**config.mk**
```make
export PLATFORM = sky130hd
export DESIGN_NAME = oec_blend_flat
export DESIGN_NICKNAME = d
export VERILOG_FILES = /design/src/rtl/oec_blend_pkg.sv /design/src/rtl/oec_blend_if.sv /design/src/rtl/oec_mul_round.sv /design/src/rtl/oec_blend.sv /design/src/flat_wrapper.sv
export SDC_FILE = /design/constraint.sdc
export NUM_CORES = 1
export LEC_CHECK = 0
export CAP_MARGIN = 10
export CORE_MARGIN = 3
export CORE_UTILIZATION = 45
export DETAILED_ROUTE_END_ITERATION = 6
export HOLD_SLACK_MARGIN = 0.05
export PLACE_DENSITY = 0.7
export REMOVE_ABC_BUFFERS = 1
export SYNTH_ARGS = -nofsm -noshare
export SYNTH_HDL_FRONTEND = slang
export SYNTH_SLANG_ARGS = --single-unit
```
**constraint.sdc**
```tcl
create_clock -name clk -period 3.2 [get_ports clk]
set_input_delay 0.64 -clock clk [delete_from_list [all_inputs] [get_ports clk]]
set_output_delay 0.64 -clock clk [all_outputs]
set_load 0.03 [all_outputs]
```
**src/rtl/oec_blend_pkg.sv**
```systemverilog
// Shared types and constants for the OEC blend stage.
// Weights use 1.8 unsigned fixed point.
package oec_blend_pkg;
  typedef enum logic {
    ST_IDLE   = 1'b0,
    ST_ACTIVE = 1'b1
  } frame_state_t;

  localparam int W_UNITY  = 256;
  localparam int RND_HALF = 128;
  localparam int W_FRAC   = 8;
endpackage

```
**src/rtl/oec_blend_if.sv**
```systemverilog
// Pixel stream interface: upstream (s_*) beats in, corrected (m_*) beats out.
interface oec_blend_if #(
  parameter int DW_P = 10,
  parameter int DW_W = 9
);
  logic            s_valid;
  logic            s_ready;
  logic            s_sof;
  logic            s_eof;
  logic [DW_P-1:0] s_r;
  logic [DW_P-1:0] s_g;
  logic [DW_P-1:0] s_b;
  logic [DW_W-1:0] s_w;

  logic            m_valid;
  logic            m_ready;
  logic            m_sof;
  logic            m_eof;
  logic [DW_P-1:0] m_r;
  logic [DW_P-1:0] m_g;
  logic [DW_P-1:0] m_b;

  modport slave (
    input  s_valid, s_sof, s_eof, s_r, s_g, s_b, s_w, m_ready,
    output s_ready, m_valid, m_sof, m_eof, m_r, m_g, m_b
  );

  modport master (
    output s_valid, s_sof, s_eof, s_r, s_g, s_b, s_w, m_ready,
    input  s_ready, m_valid, m_sof, m_eof, m_r, m_g, m_b
  );
endinterface

```
**src/rtl/oec_mul_round.sv**
```systemverilog
// One colour component: multiply by the clamped weight, then round and clip
// the product captured in the first pipeline stage.
module oec_mul_round
  import oec_blend_pkg::*;
#(
  parameter int DW_P = 10,
  parameter int DW_W = 9
) (
  input  logic [DW_P-1:0]      pix,
  input  logic [DW_W-1:0]      w,
  output logic [DW_P+DW_W-1:0] prod,
  input  logic [DW_P+DW_W-1:0] prod_q,
  output logic [DW_P-1:0]      res
);
  localparam int              PW      = DW_P + DW_W;
  localparam logic [DW_P-1:0] PIX_MAX = '1;

  logic [PW-1:0] rounded;
  logic [PW-1:0] shifted;

  assign prod    = PW'(pix) * PW'(w);
  assign rounded = prod_q + PW'(RND_HALF);
  assign shifted = rounded >> W_FRAC;
  assign res     = (shifted > PW'(PIX_MAX)) ? PIX_MAX : shifted[DW_P-1:0];
endmodule

```
**src/rtl/oec_blend.sv**
```systemverilog
// Two-stage weight blend with per-frame count of attenuated pixels.
// The whole pipeline advances only when the output slot is free or drained.
module oec_blend
  import oec_blend_pkg::*;
#(
  parameter int DW_P = 10,
  parameter int DW_W = 9,
  parameter int DW_S = 20
) (
  input  logic            clk,
  input  logic            rst_n,
  oec_blend_if.slave      bus,
  output logic [DW_S-1:0] stat_cnt,
  output logic            stat_vld,
  output logic            frame_err
);
  localparam int              PW      = DW_P + DW_W;
  localparam logic [DW_W-1:0] W_ONE   = DW_W'(W_UNITY);
  localparam logic [DW_S-1:0] CNT_MAX = '1;

  logic            adv;
  logic            accept;
  logic [DW_W-1:0] w_c;
  logic            w_att;

  logic [DW_P-1:0] pix_in     [3];
  logic [PW-1:0]   prod_w     [3];
  logic [DW_P-1:0] res_w      [3];
  logic [PW-1:0]   s1_prod_reg[3];
  logic [DW_P-1:0] s2_pix_reg [3];
  logic            s1_valid_reg, s1_sof_reg, s1_eof_reg;
  logic            s2_valid_reg, s2_sof_reg, s2_eof_reg;

  assign adv         = bus.m_ready || !s2_valid_reg;
  assign bus.s_ready = adv;
  assign accept      = bus.s_valid && adv;
  assign w_c         = (bus.s_w > W_ONE) ? W_ONE : bus.s_w;
  assign w_att       = (w_c < W_ONE);

  assign pix_in[0] = bus.s_r;
  assign pix_in[1] = bus.s_g;
  assign pix_in[2] = bus.s_b;

  generate
    for (genvar gi = 0; gi < 3; gi++) begin : g_comp
      oec_mul_round #(.DW_P(DW_P), .DW_W(DW_W)) u_mul_round (
        .pix   (pix_in[gi]),
        .w     (w_c),
        .prod  (prod_w[gi]),
        .prod_q(s1_prod_reg[gi]),
        .res   (res_w[gi])
      );
    end
  endgenerate

  always_ff @(posedge clk or negedge rst_n) begin
    if (!rst_n) begin
      s1_valid_reg <= 1'b0;
      s1_sof_reg   <= 1'b0;
      s1_eof_reg   <= 1'b0;
      s2_valid_reg <= 1'b0;
      s2_sof_reg   <= 1'b0;
      s2_eof_reg   <= 1'b0;
      for (int i = 0; i < 3; i++) begin
        s1_prod_reg[i] <= '0;
        s2_pix_reg[i]  <= '0;
      end
    end else if (adv) begin
      s1_valid_reg <= bus.s_valid;
      s1_sof_reg   <= bus.s_sof;
      s1_eof_reg   <= bus.s_eof;
      s2_valid_reg <= s1_valid_reg;
      s2_sof_reg   <= s1_sof_reg;
      s2_eof_reg   <= s1_eof_reg;
      for (int i = 0; i < 3; i++) begin
        s1_prod_reg[i] <= prod_w[i];
        s2_pix_reg[i]  <= res_w[i];
      end
    end
  end

  assign bus.m_valid = s2_valid_reg;
  assign bus.m_sof   = s2_sof_reg;
  assign bus.m_eof   = s2_eof_reg;
  assign bus.m_r     = s2_pix_reg[0];
  assign bus.m_g     = s2_pix_reg[1];
  assign bus.m_b     = s2_pix_reg[2];

  // Frame statistics: driven by accepted input beats, not by output flow.
  frame_state_t    state_reg, state_next;
  logic [DW_S-1:0] cnt_reg, cnt_next;
  logic [DW_S-1:0] stat_cnt_reg, stat_cnt_next;
  logic            stat_vld_reg, stat_vld_next;
  logic            frame_err_reg, frame_err_next;
  logic [DW_S-1:0] cnt_first;
  logic [DW_S-1:0] cnt_inc;

  assign cnt_first = {{(DW_S-1){1'b0}}, w_att};
  assign cnt_inc   = (cnt_reg == CNT_MAX) ? cnt_reg : cnt_reg + cnt_first;

  always_ff @(posedge clk or negedge rst_n) begin
    if (!rst_n) begin
      state_reg     <= ST_IDLE;
      cnt_reg       <= '0;
      stat_cnt_reg  <= '0;
      stat_vld_reg  <= 1'b0;
      frame_err_reg <= 1'b0;
    end else begin
      state_reg     <= state_next;
      cnt_reg       <= cnt_next;
      stat_cnt_reg  <= stat_cnt_next;
      stat_vld_reg  <= stat_vld_next;
      frame_err_reg <= frame_err_next;
    end
  end

  always_comb begin
    state_next     = state_reg;
    cnt_next       = cnt_reg;
    stat_cnt_next  = stat_cnt_reg;
    stat_vld_next  = 1'b0;
    frame_err_next = 1'b0;
    if (accept) begin
      case (state_reg)
        ST_IDLE: begin
          if (bus.s_sof) begin
            cnt_next = cnt_first;
            if (bus.s_eof) begin
              stat_cnt_next = cnt_first;
              stat_vld_next = 1'b1;
            end else begin
              state_next = ST_ACTIVE;
            end
          end
        end
        ST_ACTIVE: begin
          if (bus.s_sof) begin
            frame_err_next = 1'b1;
            cnt_next       = cnt_first;
            if (bus.s_eof) begin
              stat_cnt_next = cnt_first;
              stat_vld_next = 1'b1;
              state_next    = ST_IDLE;
            end
          end else if (bus.s_eof) begin
            cnt_next      = cnt_inc;
            stat_cnt_next = cnt_inc;
            stat_vld_next = 1'b1;
            state_next    = ST_IDLE;
          end else begin
            cnt_next = cnt_inc;
          end
        end
        default: state_next = ST_IDLE;
      endcase
    end
  end

  assign stat_cnt  = stat_cnt_reg;
  assign stat_vld  = stat_vld_reg;
  assign frame_err = frame_err_reg;
endmodule
```
**src/flat_wrapper.sv**
```systemverilog
// flat-port wrapper written by rule: the top's interface ports become plain ports
module oec_blend_flat import oec_blend_pkg::*;
#(
  parameter int DW_P = 10,
  parameter int DW_W = 9,
  parameter int DW_S = 20
)
  (clk, rst_n, stat_cnt, stat_vld, frame_err, bus_s_valid, bus_s_sof, bus_s_eof, bus_s_r, bus_s_g, bus_s_b, bus_s_w, bus_m_ready, bus_s_ready, bus_m_valid, bus_m_sof, bus_m_eof, bus_m_r, bus_m_g, bus_m_b);
  oec_blend_if #(.DW_P(DW_P), .DW_W(DW_W)) bus_i ();
  input  logic clk;
  input  logic rst_n;
  output logic [DW_S-1:0] stat_cnt;
  output logic stat_vld;
  output logic frame_err;
  input wire logic [$bits(bus_i.s_valid)-1:0] bus_s_valid;
  input wire logic [$bits(bus_i.s_sof)-1:0] bus_s_sof;
  input wire logic [$bits(bus_i.s_eof)-1:0] bus_s_eof;
  input wire logic [$bits(bus_i.s_r)-1:0] bus_s_r;
  input wire logic [$bits(bus_i.s_g)-1:0] bus_s_g;
  input wire logic [$bits(bus_i.s_b)-1:0] bus_s_b;
  input wire logic [$bits(bus_i.s_w)-1:0] bus_s_w;
  input wire logic [$bits(bus_i.m_ready)-1:0] bus_m_ready;
  output wire logic [$bits(bus_i.s_ready)-1:0] bus_s_ready;
  output wire logic [$bits(bus_i.m_valid)-1:0] bus_m_valid;
  output wire logic [$bits(bus_i.m_sof)-1:0] bus_m_sof;
  output wire logic [$bits(bus_i.m_eof)-1:0] bus_m_eof;
  output wire logic [$bits(bus_i.m_r)-1:0] bus_m_r;
  output wire logic [$bits(bus_i.m_g)-1:0] bus_m_g;
  output wire logic [$bits(bus_i.m_b)-1:0] bus_m_b;
  assign bus_i.s_valid = bus_s_valid;
  assign bus_i.s_sof = bus_s_sof;
  assign bus_i.s_eof = bus_s_eof;
  assign bus_i.s_r = bus_s_r;
  assign bus_i.s_g = bus_s_g;
  assign bus_i.s_b = bus_s_b;
  assign bus_i.s_w = bus_s_w;
  assign bus_i.m_ready = bus_m_ready;
  assign bus_s_ready = bus_i.s_ready;
  assign bus_m_valid = bus_i.m_valid;
  assign bus_m_sof = bus_i.m_sof;
  assign bus_m_eof = bus_i.m_eof;
  assign bus_m_r = bus_i.m_r;
  assign bus_m_g = bus_i.m_g;
  assign bus_m_b = bus_i.m_b;
  oec_blend #(.DW_P(DW_P), .DW_W(DW_W), .DW_S(DW_S)) u_core (.clk(clk), .rst_n(rst_n), .bus(bus_i), .stat_cnt(stat_cnt), .stat_vld(stat_vld), .frame_err(frame_err));
endmodule
```
==> results.tsv <==
stage	metric	value	unit
synthesis	yosys_warnings	0	
synthesis	syn_area_per_cell	9.04	um2
worst_hold_path	hp-class	primary input to async pin	
clocking	insertion_delay	0.43	ns
power	p_leak	8.73	nW
critical_path	required	3.56	ns
sta	timing.final.ws_setup	-1.56	ns
synthesis	synth_area_leaders	fa_1 (25%), dfrtp_1 (22%), ha_1 (10%)	
clocking	cts_root_buf	clkbuf_16	
placed_design	place.port_buffers	100	
sta	clock_skew	0.0103	ns
placed_design	dp_hpwl	24900	um
detailed_routing	postRouteAntennaNets	0	
clocking	cts_sinks	115	
power	seqPwrFrac	23.5	%
clocking	cts_hold_buffers	0	
sta	grt_setup_unrepaired	true	
synthesis	ys.flop_type	dfrtp_1	
sta	period_needed	4.76	ns
detailed_routing	drc_errors	0	
placed_design	placed_cell_area	16000	um2
sta	worstMarginPinSlew	0.806	ns
synthesis	synthCells	1473	
synthesis	synth-async-reset-ratio	100	%
sta	fmax	210	MHz
floorplanning	rows	62	
grt	grt_first_pass_wirelength	56600	um
synthesis	yosysTopAreaCellShare	25.3	%
floorplanning	core_area	28900	um2
detailed_routing	drt_iter0_drc	547	
critical_path	worstSetupEndpointType	flop	
power	peakVddDrop	0.000316	V
critical_path	critPathMaxFanout	5	
clocking	clkSlewWorstSetupHoldPaths	0.06	ns
detailed_routing	routedWlPerCell	15.8	um
grt	grt_overflow	0	
power	switching_share	41.8	%
job	drv_cap	0	
floorplanning	start_util	46.0	%
cells_and_area	fin_nets	2083	
synthesis	synth_area	13300	um2
floorplanning	design.die.area	31700	um2
floorplanning	io_pins	101	
grt	antenna_found_initial	0	
detailed_routing	first_pass_iters	5	
critical_path	worstPathArrival	5.12	ns
detailed_routing	vias_per_cell	5.17	
cells_and_area	final_area	17900	um2
cells_and_area	final_common_cell	buf_4	
power	p_switching	3.91	mW
detailed_routing	vias	11200	
grt	grt_max_degree	60	
critical_path	start_kind	primary input	
sta	setup_viol	36	
floorplanning	die_width	178	um
sta	maxSlewHeadroom	46.3	%
floorplanning	die_h	178	um
clocking	cts_buffers	17	
synthesis	ys_seq_elements	115	
run_status	outcome	complete, but fails checks	
clocking	cts_tree	built	
run_status	violations	setup timing	
detailed_routing	drt_wl_total	34100	um
placed_design	place_ws	-2.71	ns
cells_and_area	largest_register_ffs	36	
grt	grt_pass1_vias	11700	
cells_and_area	area_growth	34.3	%
sta	final.period_utilization	149	%
synthesis	yosysUniqueCellTypes	65	
synthesis	ys_seq_area_share	21.6	%
placed_design	gp_congestion	0.894	
synthesis	synth_top_area_cell	fa_1	
synthesis	synth_enable_flop_cells	0	
sta	slew_violations	0	
sta	hold_viol_final	0	
cells_and_area	nFillCells	2300	
cells_and_area	mostFrequentLayoutCells	buf_4 (181), nand2_1 (175), inv_1 (167)	
critical_path	critPathKind	primary input to flop	
power	power.density	522	nW/um2
clocking	clk_path_buf_depth	2	
cells_and_area	final_util	61.8	%
power	internal-power	5.43	mW
grt	grtUsageTotal	22.2	%
power	combPwrFrac	55.9	%
clocking	htreeDepth	4	
cells_and_area	drive_above_1_share	24.6	%
power	p_clk_share	20.6	%
## cell usage after synthesis (all sizes together), types with 6 or more instances
master / number
xor2: 20
nand4: 11
and2: 170
a21o: 7
and4: 7
dfrtp: 115
o31ai: 20
fa: 168
nand2: 192
clkbuf: 50
and3: 24
nand3: 18
xnor2: 44
ha: 110
nor2b: 14
or3: 6
nor2: 75
o21ai: 62
inv: 190
buf: 6
nor3: 11
nand2b: 10
a21oi: 82
## metrics by stage
stage                     std cells  power [mW]  TNS [ns]  hold WS (ns)
after floorplan                1417        4.88   -194.31         0.344
after global placement         2076        6.41    -82.53         0.451
after detailed placement       2076        6.52    -84.87         0.469
after CTS                      2140        9.03    -52.20         0.316
after global routing           2157        10.0    -55.55         0.350
final                          2158        9.34    -50.25         0.301
## power by group through the flow
stage	Combinational [mW]	Sequential, mW	Clock (mW)
2_1_floorplan	2.35	2.53	0
6_report	5.22	2.19	1.92
5_1_grt	5.76	2.26	2.02
3_3_place_gp	4.21	2.20	0
4_1_cts	4.88	2.19	1.96
3_5_place_dp	4.30	2.22	0
## repair_timing
| item | 4_1_cts | 5_1_grt |
|---|---|---|
| gates resized for setup | 194 | 93 |
| buffers inserted | 32 | 18 |
| setup endpoints to repair | 36 | 36 |
| pin swaps | 126 | 90 |
| cloned | 1 | 0 |
## worst paths after layout
| kind | start | to | slack, ns | cells after the start |
|---|---|---|---|---|
| max | bus_s_w[2] | u_core.s1_prod_reg[54]$_DFFE_PN0N_ | -1.56 | 20 |
| min | rst_n | u_core.s1_prod_reg[33]$_DFFE_PN0N_ | 0.30 | 1 |
| max reg2reg | u_core.s1_prod_reg[47]$_DFFE_PN0N_ | u_core.bus.m_r[0]$_DFFE_PN0N_ | 1.11 | 7 |
| min reg2reg | u_core.s1_eof_reg$_DFFE_PN0N_ | u_core.s1_eof_reg$_DFFE_PN0N_ | 0.48 | 2 |
| max in group asynchronous | rst_n | u_core.s1_prod_reg[46]$_DFFE_PN0N_ | 1.97 | 2 |
| min in group clk | u_core.s1_eof_reg$_DFFE_PN0N_ | u_core.s1_eof_reg$_DFFE_PN0N_ | 0.48 | 2 |
## layer usage
layer / global-route usage [%] / wire [um] / vias to the layer above
li1: - / - / 5306
met1: 28.3 / 14600 / 5557
met2: 38.1 / 17400 / 238
met3: 3.36 / 1200 / 52
met4: 8.57 / 913 / 0
met5: 0 / 0 / -
## final cells by class
| cell class | instances | area (um2) | area share (%) |
|---|---|---|---|
| multi-input combinational | 1112 | 10300 | 57.7 |
| timing repair buffer | 324 | 2900 | 16.2 |
| sequential | 115 | 2880 | 16.1 |
| inverter | 190 | 713 | 3.99 |
| tap | 384 | 480 | 2.69 |
| clock buffer | 17 | 425 | 2.38 |
| clock inverter | 15 | 159 | 0.889 |
| antenna | 1 | 2.50 | 0.0140 |
## logic make-up after synthesis
| logic type | share of synthesized area [%] |
|---|---|
| buffers and inverters | 6.98 |
| flip-flops | 21.6 |
| adder cells (fa/ha/maj) | 35.6 |
| AO/OA/AOI/OAI | 9.63 |
| XOR/XNOR | 4.21 |
| AND/OR/NAND/NOR | 21.8 |
| multiplexers | 0.160 |
## critical path, cell delays in order
cell and delay, ns:
clkdlybuf4s15_1 0.22, nor2b_4 0.18, buf_6 0.14, nand2_4 0.06
fa_1 0.55, inv_2 0.04, fa_1 0.51, inv_1 0.05
fa_1 0.45, fa_1 0.53, inv_2 0.05, ha_4 0.27
nand2_4 0.05, nor4_4 0.34, o31ai_4 0.10, buf_6 0.13
a21oi_4 0.17, a211oi_2 0.10, or4b_1 0.47, nand3_1 0.08
No activity file was read; power rests on OpenSTA's default activity.
